`src/rtl/seven_seg_scanner.sv`:
```
// -----------------------------------------------------------------------------
// seven_seg_scanner
//
// Time-multiplexes one shared BCD-to-seven-segment decoder across DIGITS
// common-cathode digits. Each digit gets exactly SCAN_DIV clock cycles:
//   SETUP (1 cycle) : digit enables off, BCD already shows this digit's nibble,
//                     decoder result is captured into the segment register.
//   SHOW  (SCAN_DIV-1 cycles) : this digit's enable is on, segments stable.
// The segment register and the enables never change on the same edge while a
// digit is lit, so there is no ghosting between neighbouring digits.
//
// New display values arrive via a load/ready handshake into a pending
// register. The pending value is copied into the shadow register only at the
// frame boundary, so a frame is always drawn from a single value.
//
// Ports
//   clk_i        system clock, all state on the rising edge
//   rst_ni       asynchronous active-low reset
//   load_i       request to capture value_i (honoured only while ready_o=1)
//   value_i      packed BCD, nibble i = digit i (digit DIGITS-1 is MSD)
//   lz_blank_i   1 = suppress leading zeros (sampled in SETUP)
//   ready_o      1 = a load this cycle will be accepted
//   bcd_o        nibble presented to the shared decoder
//   seg_in_i     decoder result for bcd_o (gfedcba), combinational
//   segments_o   registered segment drive (gfedcba, active high)
//   digit_en_o   one-hot active-high digit select, or all zero
//   frame_o      one-cycle pulse during the first SETUP cycle of digit 0
// -----------------------------------------------------------------------------
module seven_seg_scanner #(
    parameter int DIGITS   = 4,
    parameter int SCAN_DIV = 50000
) (
    input  logic                  clk_i,
    input  logic                  rst_ni,
    input  logic                  load_i,
    input  logic [4*DIGITS-1:0]   value_i,
    input  logic                  lz_blank_i,
    output logic                  ready_o,
    output logic [3:0]            bcd_o,
    input  logic [6:0]            seg_in_i,
    output logic [6:0]            segments_o,
    output logic [DIGITS-1:0]     digit_en_o,
    output logic                  frame_o
);

    localparam int IDX_W = $clog2(DIGITS);
    localparam int PRE_W = $clog2(SCAN_DIV);

    localparam logic [0:0] ST_SETUP = 1'b0;
    localparam logic [0:0] ST_SHOW  = 1'b1;

    // SHOW lasts SCAN_DIV-1 cycles; the prescaler counts 0..SCAN_DIV-2 in it.
    localparam logic [PRE_W-1:0] PRE_LAST = PRE_W'(SCAN_DIV - 2);
    localparam logic [IDX_W-1:0] IDX_LAST = IDX_W'(DIGITS - 1);

    logic [0:0]            state_q,    state_d;
    logic [IDX_W-1:0]      idx_q,      idx_d;
    logic [PRE_W-1:0]      pre_q,      pre_d;
    logic [4*DIGITS-1:0]   shadow_q,   shadow_d;
    logic [4*DIGITS-1:0]   pend_q,     pend_d;
    logic                  pend_vld_q, pend_vld_d;
    logic [3:0]            bcd_q,      bcd_d;
    logic [6:0]            seg_q,      seg_d;
    logic [DIGITS-1:0]     en_q,       en_d;
    logic                  frame_q,    frame_d;

    logic [3:0]            shadow_nib [DIGITS];
    logic [3:0]            pend_nib   [DIGITS];
    logic [DIGITS-1:0]     zero_from;
    logic                  zero_acc;
    logic                  suppress;
    logic [IDX_W-1:0]      idx_inc;
    logic                  last_show;
    logic                  wrap;

    generate
        for (genvar gi = 0; gi < DIGITS; gi++) begin : g_nib
            assign shadow_nib[gi] = shadow_q[4*gi +: 4];
            assign pend_nib[gi]   = pend_q[4*gi +: 4];
        end
    endgenerate

    // zero_from[i] = shadow nibbles i..DIGITS-1 are all zero.
    always_comb begin
        zero_from = '0;
        zero_acc  = 1'b1;
        for (int i = DIGITS - 1; i >= 0; i--) begin
            zero_acc     = zero_acc && (shadow_nib[i] == 4'd0);
            zero_from[i] = zero_acc;
        end
    end

    // Digit 0 is never blanked so a zero value still shows a single "0".
    assign suppress  = lz_blank_i && (idx_q != '0) && zero_from[idx_q];
    assign idx_inc   = idx_q + 1'b1;
    assign last_show = (state_q == ST_SHOW) && (pre_q == PRE_LAST);
    assign wrap      = (idx_q == IDX_LAST);

    always_comb begin
        state_d    = state_q;
        idx_d      = idx_q;
        pre_d      = pre_q;
        shadow_d   = shadow_q;
        pend_d     = pend_q;
        pend_vld_d = pend_vld_q;
        bcd_d      = bcd_q;
        seg_d      = seg_q;
        en_d       = en_q;
        frame_d    = 1'b0;

        // Value is only sampled while the pending slot is free.
        if (load_i && !pend_vld_q) begin
            pend_d     = value_i;
            pend_vld_d = 1'b1;
        end

        case (state_q)
            ST_SETUP: begin
                seg_d   = suppress ? 7'd0 : seg_in_i;
                en_d    = '0;
                en_d[idx_q] = 1'b1;
                pre_d   = '0;
                state_d = ST_SHOW;
            end
            ST_SHOW: begin
                if (last_show) begin
                    en_d    = '0;
                    pre_d   = '0;
                    state_d = ST_SETUP;
                    if (wrap) begin
                        idx_d   = '0;
                        frame_d = 1'b1;
                        // Commit uses the registered valid, so a load accepted
                        // on this very cycle waits for the following boundary.
                        if (pend_vld_q) begin
                            shadow_d   = pend_q;
                            pend_vld_d = 1'b0;
                            bcd_d      = pend_nib[0];
                        end else begin
                            bcd_d      = shadow_nib[0];
                        end
                    end else begin
                        idx_d = idx_inc;
                        bcd_d = shadow_nib[idx_inc];
                    end
                end else begin
                    pre_d = pre_q + 1'b1;
                end
            end
            default: begin
                state_d = ST_SETUP;
            end
        endcase
    end

    always_ff @(posedge clk_i or negedge rst_ni) begin
        if (!rst_ni) begin
            state_q    <= ST_SETUP;
            idx_q      <= '0;
            pre_q      <= '0;
            shadow_q   <= '0;
            pend_q     <= '0;
            pend_vld_q <= 1'b0;
            bcd_q      <= 4'd0;
            seg_q      <= 7'd0;
            en_q       <= '0;
            frame_q    <= 1'b0;
        end else begin
            state_q    <= state_d;
            idx_q      <= idx_d;
            pre_q      <= pre_d;
            shadow_q   <= shadow_d;
            pend_q     <= pend_d;
            pend_vld_q <= pend_vld_d;
            bcd_q      <= bcd_d;
            seg_q      <= seg_d;
            en_q       <= en_d;
            frame_q    <= frame_d;
        end
    end

    assign ready_o    = ~pend_vld_q;
    assign bcd_o      = bcd_q;
    assign segments_o = seg_q;
    assign digit_en_o = en_q;
    assign frame_o    = frame_q;

endmodule
```
`config.mk`:
```
export PLATFORM = sky130hd
export DESIGN_NAME = seven_seg_scanner
export DESIGN_NICKNAME = d
export VERILOG_FILES = /design/src/rtl/seven_seg_scanner.sv
export SDC_FILE = /design/constraint.sdc
export NUM_CORES = 1
export LEC_CHECK = 0
export ABC_CLOCK_PERIOD_IN_PS = 2800
export BUFFER_PORTS_ARGS = -buffer_cell sky130_fd_sc_hd__buf_2
export CAP_MARGIN = 20
export CORE_MARGIN = 1.5
export CORE_UTILIZATION = 56
export DETAILED_ROUTE_END_ITERATION = 10
export PLACE_DENSITY = 0.84
export RECOVER_POWER = 100
export SYNTH_ARGS = -nofsm -noshare
export SYNTH_HDL_FRONTEND = slang
export SYNTH_SLANG_ARGS = --single-unit
```
`constraint.sdc`:
```
create_clock -name clk_i -period 2.8 [get_ports clk_i]
set_input_delay 0.42 -clock clk_i [delete_from_list [all_inputs] [get_ports clk_i]]
set_output_delay 0.42 -clock clk_i [all_outputs]
set_load 0.02 [all_outputs]
```
; ---- Word-level counts from Yosys, hierarchy flattened
; Index checks and enable logic that the tools add are counted.
[totals]
regBits = 68
input_bits = 27
[op_classes]
n_addsub = 2
n_lt_le_gt_ge = 3
n_eq_ne = 3
mux = 25
bitwise = 3
n_reduce_logical = 16
[op_table]
columns = op, count
row1 = 16-bit one-hot mux with 2 select lines, 1
row2 = 4-bit 2-to-1 mux, 5
row3 = "16-bit by 1-bit adder with 16-bit output, second input constant", 1
row4 = "16-bit == test, second input constant", 1
row5 = 4-bit logical NOT, 4
row6 = 16-bit 2-to-1 mux, 1
row7 = 1-bit 2-to-1 mux, 11
row8 = 4-bit binary-select mux with 2-bit select, 1
row9 = 1-bit logical AND, 8
row10 = 4-bit one-hot mux with 2 select lines, 1
row11 = 7-bit 2-to-1 mux, 1
row12 = 4-bit AND reduction, 1
row13 = "3-bit greater-or-equal comparator, second input constant", 1
row14 = "2-bit by 3-bit less-than comparator with 1-bit output, second input constant", 1
row15 = 2-bit inverter with 3-bit output, 1
row16 = "2-bit by 1-bit adder with 2-bit output, second input constant", 1
row17 = 1-bit binary-select mux with 2-bit select, 1
row18 = 1-bit demux with 2-bit select, 1
row19 = "2-bit == test, second input constant", 1
row20 = "2-bit by 1-bit greater-or-equal comparator with 1-bit output, second input constant", 1
row21 = 2-bit 2-to-1 mux, 1
row22 = "2-bit by 1-bit != test with 1-bit output, second input constant", 1
row23 = 1-bit inverter, 2
row24 = 1-bit one-hot mux with 2 select lines, 1
row25 = 3 further kinds, 3

; ---- Depth between registers and ports, before layout
; Gate-level depths: netlist of the first run.
[logic_depth]
ltp_word = 8
depth_mapped = 7

; ---- Worst setup path after synthesis of the first run
; OpenSTA, ideal clock, no wires.
[synth_path]
path_kind = reg-to-reg
start = reg pre_q[5]
end = reg shadow_q[10]
arrival_ps = 1870
setup_slack_ps = 803
path_stages_with_launch = 7
path_buffers = 2
path_cell_list = dfrtp_1 -> buf_2 -> nor4b_4 -> nand4_2 -> nor4_4 -> buf_6 -> mux2_1
[synth_between]
elab_chain_cells = 3
[synth_lines]
columns = element, line_no
row1 = start: declaration, 58  ; logic [PRE_W-1:0] pre_q, pre_d;
row2 = start signal: assignment, 171  ; pre_q <= pre_d;
row3 = 16-bit == test, 96  ; assign last_show = (state_q == ST_SHOW) && (pre_q == PRE_LAST);
row4 = 1-bit logical AND, 96
row5 = 4-bit AND reduction (no source line), -
row6 = end signal: assignment, 172  ; shadow_q <= shadow_d;
row7 = end: declaration, 59  ; logic [4*DIGITS-1:0] shadow_q, shadow_d;
; Every way passes these cells.
; A chain may end at the register's enable or synchronous reset.

; ---- Worst setup path in the final report of the first run
[layout_path]
start = reg pre_q[4]
end = reg shadow_q[8]
; The elaborated chain is that of the path after synthesis.

==> run metrics, run 1 <==
Rel. slew slack -20.62%; endpoint with the worst hold slack segments_o[0]; Worst R2R Start pre_q[4]; port buffer count 43; All-Layer GR Usage 21.67%; met3 GRT Util 4.048%; Site Rows 26; initial antenna violation count 0; asr flop ratio synth 100.0%; largest net degree at the start of global routing 37; vias in the first global route 2027; mapped cell area 0.003074 mm²; setup skew after layout 7.446 ps; drt first pass iters 4; violation count after the first detailed-route iteration 162; Period Utilization, post-route 80.12%; CTS Buffer Depth 2; pwr/cell area 535.8 mW/mm²; met1 Usage GRT 30.58%; postcts setup bufs 0; setup repair after global routing missed its margin no; clock period minus worst slack 2243 ps; Syn Inst Count 247; hold_buf cts 0; clk root buf clkbuf_8; chip width 77.09 µm; HP Start seg_in_i[0]; Num CTS Buffers 9; Max-Cap Viols 1; grt total ovfl 0; Slew Viols, Final 33; drt total wl 5.755 mm; crit-path cells nor4b_1 > nand4_1 > nor4_4 > buf_4 > mux2_1; Placed Cells 351; RR Endpoint shadow_q[8]; CP required 3020 ps; Critical Path AT 2460 ps; Seq cells post-synth 68; Hold Path Stages 2; Synthesized Nets 280; YS warnings 0; CORE AREA 0.005205 mm²; Avg Inst Size Synth 12.45 µm²; Largest stage delay, worst path 450 ps; Setup Crit Path Kind register to register; GPL Wtd Cong 0.8729; via count 2043; DR WL/cell 15.68 µm; non-filler instance count after layout 367; Remaining DRCs 0; Finished Core Util 67.09%; clk slew on worst S/H paths 70 ps; Vias/cell 5.567; largest fanout on the critical path 17; Die Y 77.09 µm; setup TNS 0 ps; number of inserted diodes 0; commonest non-fill, non-tap cell in the layout dfrtp_1; Worst-Margin Slew 1809 ps; hpwl dp 4.133 mm; clock sink count 68; setup violators final 0; met2 usage 32.57%; Most Crowded Layer GR met2; Clock Latency Late Sink 340 ps; H-tree Lvls 3; Fill cells 411; Peak VDD IR 357.9 µV; P&R area growth vs syn 13.59%; layout cells sized above 1 23.91%; HP Class primary input to register; first-pass GRT wire length 9.908 mm; Max stage delay cell, worst path dfrtp_1; Initial Util 59.06%; status finished with violations; most common flop cell mapped by yosys dfrtp_1; IO Count 44; TritonCTS clock tree yes; post-synthesis cell type count 37; # resized after CTS 0; Nets 325; LEAKAGE 1.607 nW; failing checks max-capacitance violations, max-slew violations; Critical Path Sink Type register; Max Clk Rate 445.8 MHz; crit start category register; die area 0.005943 mm²; sequential share of the synthesized area 55.35%; EDFF count, synth 0; Final Hold Violating Endpoints 0; ANT nets after route 0; r2r setup slk 560 ps; FF-to-FF path depth 5; most frequent cells in the layout dfrtp_1 (68), nor2_1 (29), buf_2 (25), mux2_2 (23), clkbuf_1 (21)
==> where the power goes <==
group / leakage (nW) / internal [mW] / total (mW) / switching [mW]
Combinational: 0.631 / 0.0438 / 0.0848 / 0.0411
Clock: 0.0931 / 0.407 / 0.752 / 0.345
Sequential: 0.883 / 1.01 / 1.03 / 0.0196
==> critical path: cells and delay by family (launching register included) <==
| family | cells | cell delay, ps |
|---|---|---|
| buffers and inverters | 1 | 280 |
| flip-flops | 1 | 450 |
| multiplexers | 1 | 360 |
| AND/OR/NAND/NOR | 3 | 1030 |
==> synth_stat cells, drive strengths merged (5+ instances only) <==
cell    count  area share [%]
ha          6             2.4
a22o        7             2.0
inv        11             1.3
clkbuf      8             1.0
nand4       8             1.8
nor4        5             1.5
nand3       6            0.98
dfrtp      68              55
mux2       34              12
nor3        5            0.81
nor2       29             3.5
nand2       5            0.61
o21ai      10             1.6
xnor2      12             3.4
==> layer usage <==
metal  wire (µm)  vias to the layer above  part of all wire, %
li1            -                      965                    -
met4         121                        0                  2.1
met5           0                        -                    0
met2        2619                       70                   46
met3         266                       12                  4.6
met1        2749                      996                   48
==> worst max-delay path by stage <==
stage,endpoint,startpoint
3_5_place_dp,bcd_o[2],idx_q[0]
5_1_grt,shadow_q[8],pre_q[4]
2_1_floorplan,shadow_q[10],pre_q[5]
6_report,shadow_q[8],pre_q[4]
3_3_place_gp,bcd_o[0],idx_q[0]
4_1_cts,bcd_o[2],idx_q[0]
==> layout make-up <==
type / count / area (µm²) / area share [%]
Multi-Input combinational cell: 155 / 1250 / 35.79
Timing Repair Buffer: 46 / 224.0 / 6.413
Clock inverter: 5 / 52.55 / 1.505
Inverter: 12 / 45.04 / 1.290
Tap cell: 70 / 87.58 / 2.508
Sequential cell: 68 / 1702 / 48.73
Clock buffer: 11 / 131.4 / 3.762
==> kinds of logic after synthesis <==
logic type / synth area share, %
AND/OR/NAND/NOR: 12.29
AO/OA/AOI/OAI: 5.943
adder cells (fa/ha/maj): 2.442
flip-flops: 55.35
buffers and inverters: 3.296
multiplexers: 16.69
XOR/XNOR: 3.989
==> registers in the layout, indices dropped and copies added (netlist names) <==
signal / cells
bcd_o: 4
digit_en_o: 4
frame_o: 1
idx_q: 2
pend_q: 16
pend_vld_q: 1
pre_q: 16
segments_o: 7
shadow_q: 16
state_q: 1
==> metrics by stage <==
stage / area, µm² / worst slack, ps / total power, mW / hold slack [ps]
after floorplan: 3074 / 802.9 / 1.084 / 124.4
after global placement: 3356 / 789.8 / 1.136 / 475.9
after detailed placement: 3356 / 726.7 / 1.141 / 481.9
after CTS: 3540 / 699.7 / 1.890 / 171.0
after global routing: 3492 / 408.9 / 1.939 / 293.4
final: 3492 / 556.7 / 1.871 / 299.5
Power figures use the tool's default switching activity.
==> run 2, diff against run 1 <==
Settings changed: ABC_AREA set to 1, ABC_CLOCK_PERIOD_IN_PS 2800 to 2200, CORE_UTILIZATION 56 to 57, PLACE_DENSITY 0.84 to 0.85.
Clock period 2.8 ns to 2.2 ns, I/O delays scaled along.
==> run 2 against run 1 <==
Against the previous run: the flow now finishes without violations; combinational power shrank 18%; largest power group unchanged; highest routed layer unchanged; critical endpoint is now pre_q[2]; global-route usage up 2.3 points; sequential power increased by 22%; final area grew 9.9%; synthesized cell count is 66% higher; largest cell class unchanged; die area rose by 6.5%.
==> run metrics, run 2 <==
clock period minus worst slack 1822 ps (-421.4 ps); Nets 489 (+50%); Fill cells 450 (+9.5%); ANT nets after route 0 (unchanged); Max-Cap Viols 0 (-1); asr flop ratio synth 100.0% (unchanged); crit-path cells inv_1 > ha_1 > nand2_1 > nor2_1 > nand2_1 > nor2_1 > nor2_1 > inv_2 > nor2_1; Site Rows 27 (+3.8%); YS warnings 0 (unchanged); Largest stage delay, worst path 490 ps (+40 ps); clk slew on worst S/H paths 70 ps (about the same); Max Clk Rate 548.9 MHz (+23%); Remaining DRCs 0 (unchanged); Clock Latency Late Sink 350 ps (about the same); GPL Wtd Cong 0.9608 (+10%); TritonCTS clock tree yes; FF-to-FF path depth 9 (+4); LEAKAGE 2.031 nW (+26%); most instantiated cells after synthesis nand2_1 (126), dfrtp_1 (68), nor2_1 (54); largest net degree at the start of global routing 33 (-11%); Area after DPL 0.003627 mm² (+8.1%); CORE AREA 0.005574 mm² (+7.1%); Die Y 79.56 µm (+3.2%); IO Count 44 (unchanged); CTS Buffer Depth 2 (unchanged); crit start category register; Critical Path Sink Type register; most frequent CP cell nor2_1; post-synthesis cell type count 28 (-24%); Peak VDD IR 541.7 µV (+51%); clock sink count 68 (unchanged); setup violators final 0 (unchanged); largest fanout on the critical path 8 (-9); clk root buf clkbuf_8; Syn Inst Count 409 (+66%); setup TNS 0 ps (unchanged); Avg Inst Size Synth 8.168 µm² (-34%); Worst path depth 9 (+4); die area 0.006329 mm² (+6.5%); grt total ovfl 0 (unchanged); setup repair after global routing missed its margin no; Synthesized Nets 442 (+58%); most numerous cell in the Yosys netlist nand2_1; drt first pass iters 4 (unchanged); vias in the first global route 2609 (+29%); chip width 79.56 µm (+3.2%); largest registers pend_q: 16 flops, pre_q: 16 flops, shadow_q: 16 flops; P&R area growth vs syn 14.83%; fin area 0.003836 mm² (+9.9%); mapped cell area 0.003341 mm² (+8.7%); Num CTS Buffers 9 (unchanged); HP Class primary input to register; Max stage delay cell, worst path nor2_1; largest area contributor in the netlist dfrtp_1; Slew Viols, Final 0 (-100%); CP required 2470 ps (-550 ps); Vias/cell 5.272 (-5.3%); CP delay by family, top simple AND/OR/NAND/NOR gates; pwr/cell area 659.2 mW/mm² (+23%); Setup Crit Path Kind register to register; H-tree Lvls 3 (unchanged); Rel. slew slack 49.56% (+70 points); sequential share of the synthesized area 50.94% (-4.4 points); initial antenna violation count 0 (unchanged); Critical Path AT 2090 ps (-370 ps); Seq cells post-synth 68 (unchanged); most common flop cell mapped by yosys dfrtp_1; EDFF count, synth 0 (unchanged); status complete, no violations; DR WL/cell 13.23 µm (-16%); Worst-Margin Slew 756.5 ps (-1053 ps); largest cells by area after synthesis dfrtp_1 (51%), nand2_1 (14%), nor2_1 (6.1%), mux2_1 (3.7%), nand4_1 (3.4%); Worst Path Buf+Inv 2 (+1); Initial Util 59.93% (+0.87 points); violation count after the first detailed-route iteration 205 (+27%); Final Hold Violating Endpoints 0 (unchanged); most frequent cells in the layout nand2_1 (126), dfrtp_1 (68), nor2_1 (56), inv_1 (30), buf_2 (25); number of inserted diodes 0 (unchanged); setup skew after layout 5.408 ps (-2.038 ps); port buffer count 43 (unchanged); Period Utilization, post-route 82.81% (+2.7 points); via count 2810 (+38%); # resized after CTS 0 (unchanged); commonest non-fill, non-tap cell in the layout nand2_1; drt total wl 7.050 mm (+23%); All-Layer GR Usage 23.96% (+2.3 points); Hold Path Stages 2 (unchanged); hpwl dp 4.882 mm (+18%); layout cells sized above 1 12.80% (-11 points); top cell type's share of synthesized area 50.94% (-4.4 points); first-pass GRT wire length 11.72 mm (+18%)
-- run 2: cell types whose count changed in the layout (fill, tap and decap cells not counted), moves of 6 or more --
| cell | before | now |
|---|---|---|
| nor2_1 | 29 | 56 |
| a21oi_1 | 4 | 17 |
| xor2_1 | 2 | 8 |
| nand2_1 | 5 | 126 |
| mux2_2 | 23 | 1 |
| inv_1 | 11 | 30 |
| nand4_1 | 8 | 18 |
| inv_2 | 0 | 10 |
| xnor2_1 | 12 | 1 |
| a22o_1 | 7 | 0 |
| o21ai_0 | 10 | 16 |
-- run 2: worst reg2reg max path: stages (launching register included) --
cell	delay, ps
dfrtp_1	430
inv_1	60
ha_1	210
nand2_1	80
nor2_1	50
nand2_1	50
nor2_1	80
nor2_1	490
inv_2	160
nor2_1	140
-- run 2: metal layers --
metal / vias up / wire (µm) / GRT usage, %
met5: - / 0 / 0
met2: 90 / 3398 / 39.07
met1: 1315 / 3125 / 30.41
met3: 15 / 410 / 6.286
met4: 0 / 116 / 9.298
li1: 1390 / - / -
-- run 2: path summary, 6_finish.rpt --
kind | startpoint | endpoint | slack [ps]
hold / removal | value_i[11] | pend_q[11] | 190
max in group asynchronous | rst_ni | pend_q[15] | 710
setup / recovery | pre_q[0] | pre_q[2] | 380
setup reg to reg | pre_q[0] | pre_q[2] | 380
min in group asynchronous | rst_ni | pre_q[4] | 410
hold reg to reg | digit_en_o[0] | digit_en_o[0] | 480
-- run 2: final cells by class --
cell class | instances | area, µm² | area share, %
sequential | 68 | 1702 | 44.36
tap | 72 | 90.09 | 2.348
clock inverter | 3 | 67.56 | 1.761
inverter | 41 | 153.9 | 4.012
multi-input combinational | 286 | 1411 | 36.79
timing repair buffer | 50 | 242.7 | 6.327
clock buffer | 13 | 168.9 | 4.403
-- run 2: per-stage QoR --
step	total power, mW	worst slack (ps)	util [%]	instances	hold slack, ps
4_1_cts	2.551	459.6	69.49	533	178.8
2_1_floorplan	1.300	693.8	-	409	34.41
3_3_place_gp	1.355	600.3	65.07	516	170.1
5_1_grt	2.606	192.5	68.82	533	190.0
3_5_place_dp	1.356	525.9	65.07	516	173.0
6_report	2.529	378.1	68.82	533	188.4
-- run 2: report_power, final --
part           total [mW]  switching (mW)  internal [mW]
sequential           1.26         0.00330           1.26
combinational      0.0694          0.0449         0.0245
clock                1.20           0.468          0.732
total                2.53           0.516           2.01
-- run 2: what timing repair did --
action	in CTS	in global routing
setup buffers	0	0
hold endpoints to repair	6	0
hold buffers	1	0
endpoints found under the setup margin	0	0
-- run 2: cells by family after synthesis --
group | count (synthesis) | share of synthesized area (%)
AO/OA/AOI/OAI | 38 | 5.768
XOR/XNOR | 9 | 2.360
adder cells (fa/ha/maj) | 6 | 2.247
buffers and inverters | 55 | 6.517
flip-flops | 68 | 50.94
multiplexers | 12 | 4.045
AND/OR/NAND/NOR | 221 | 28.13
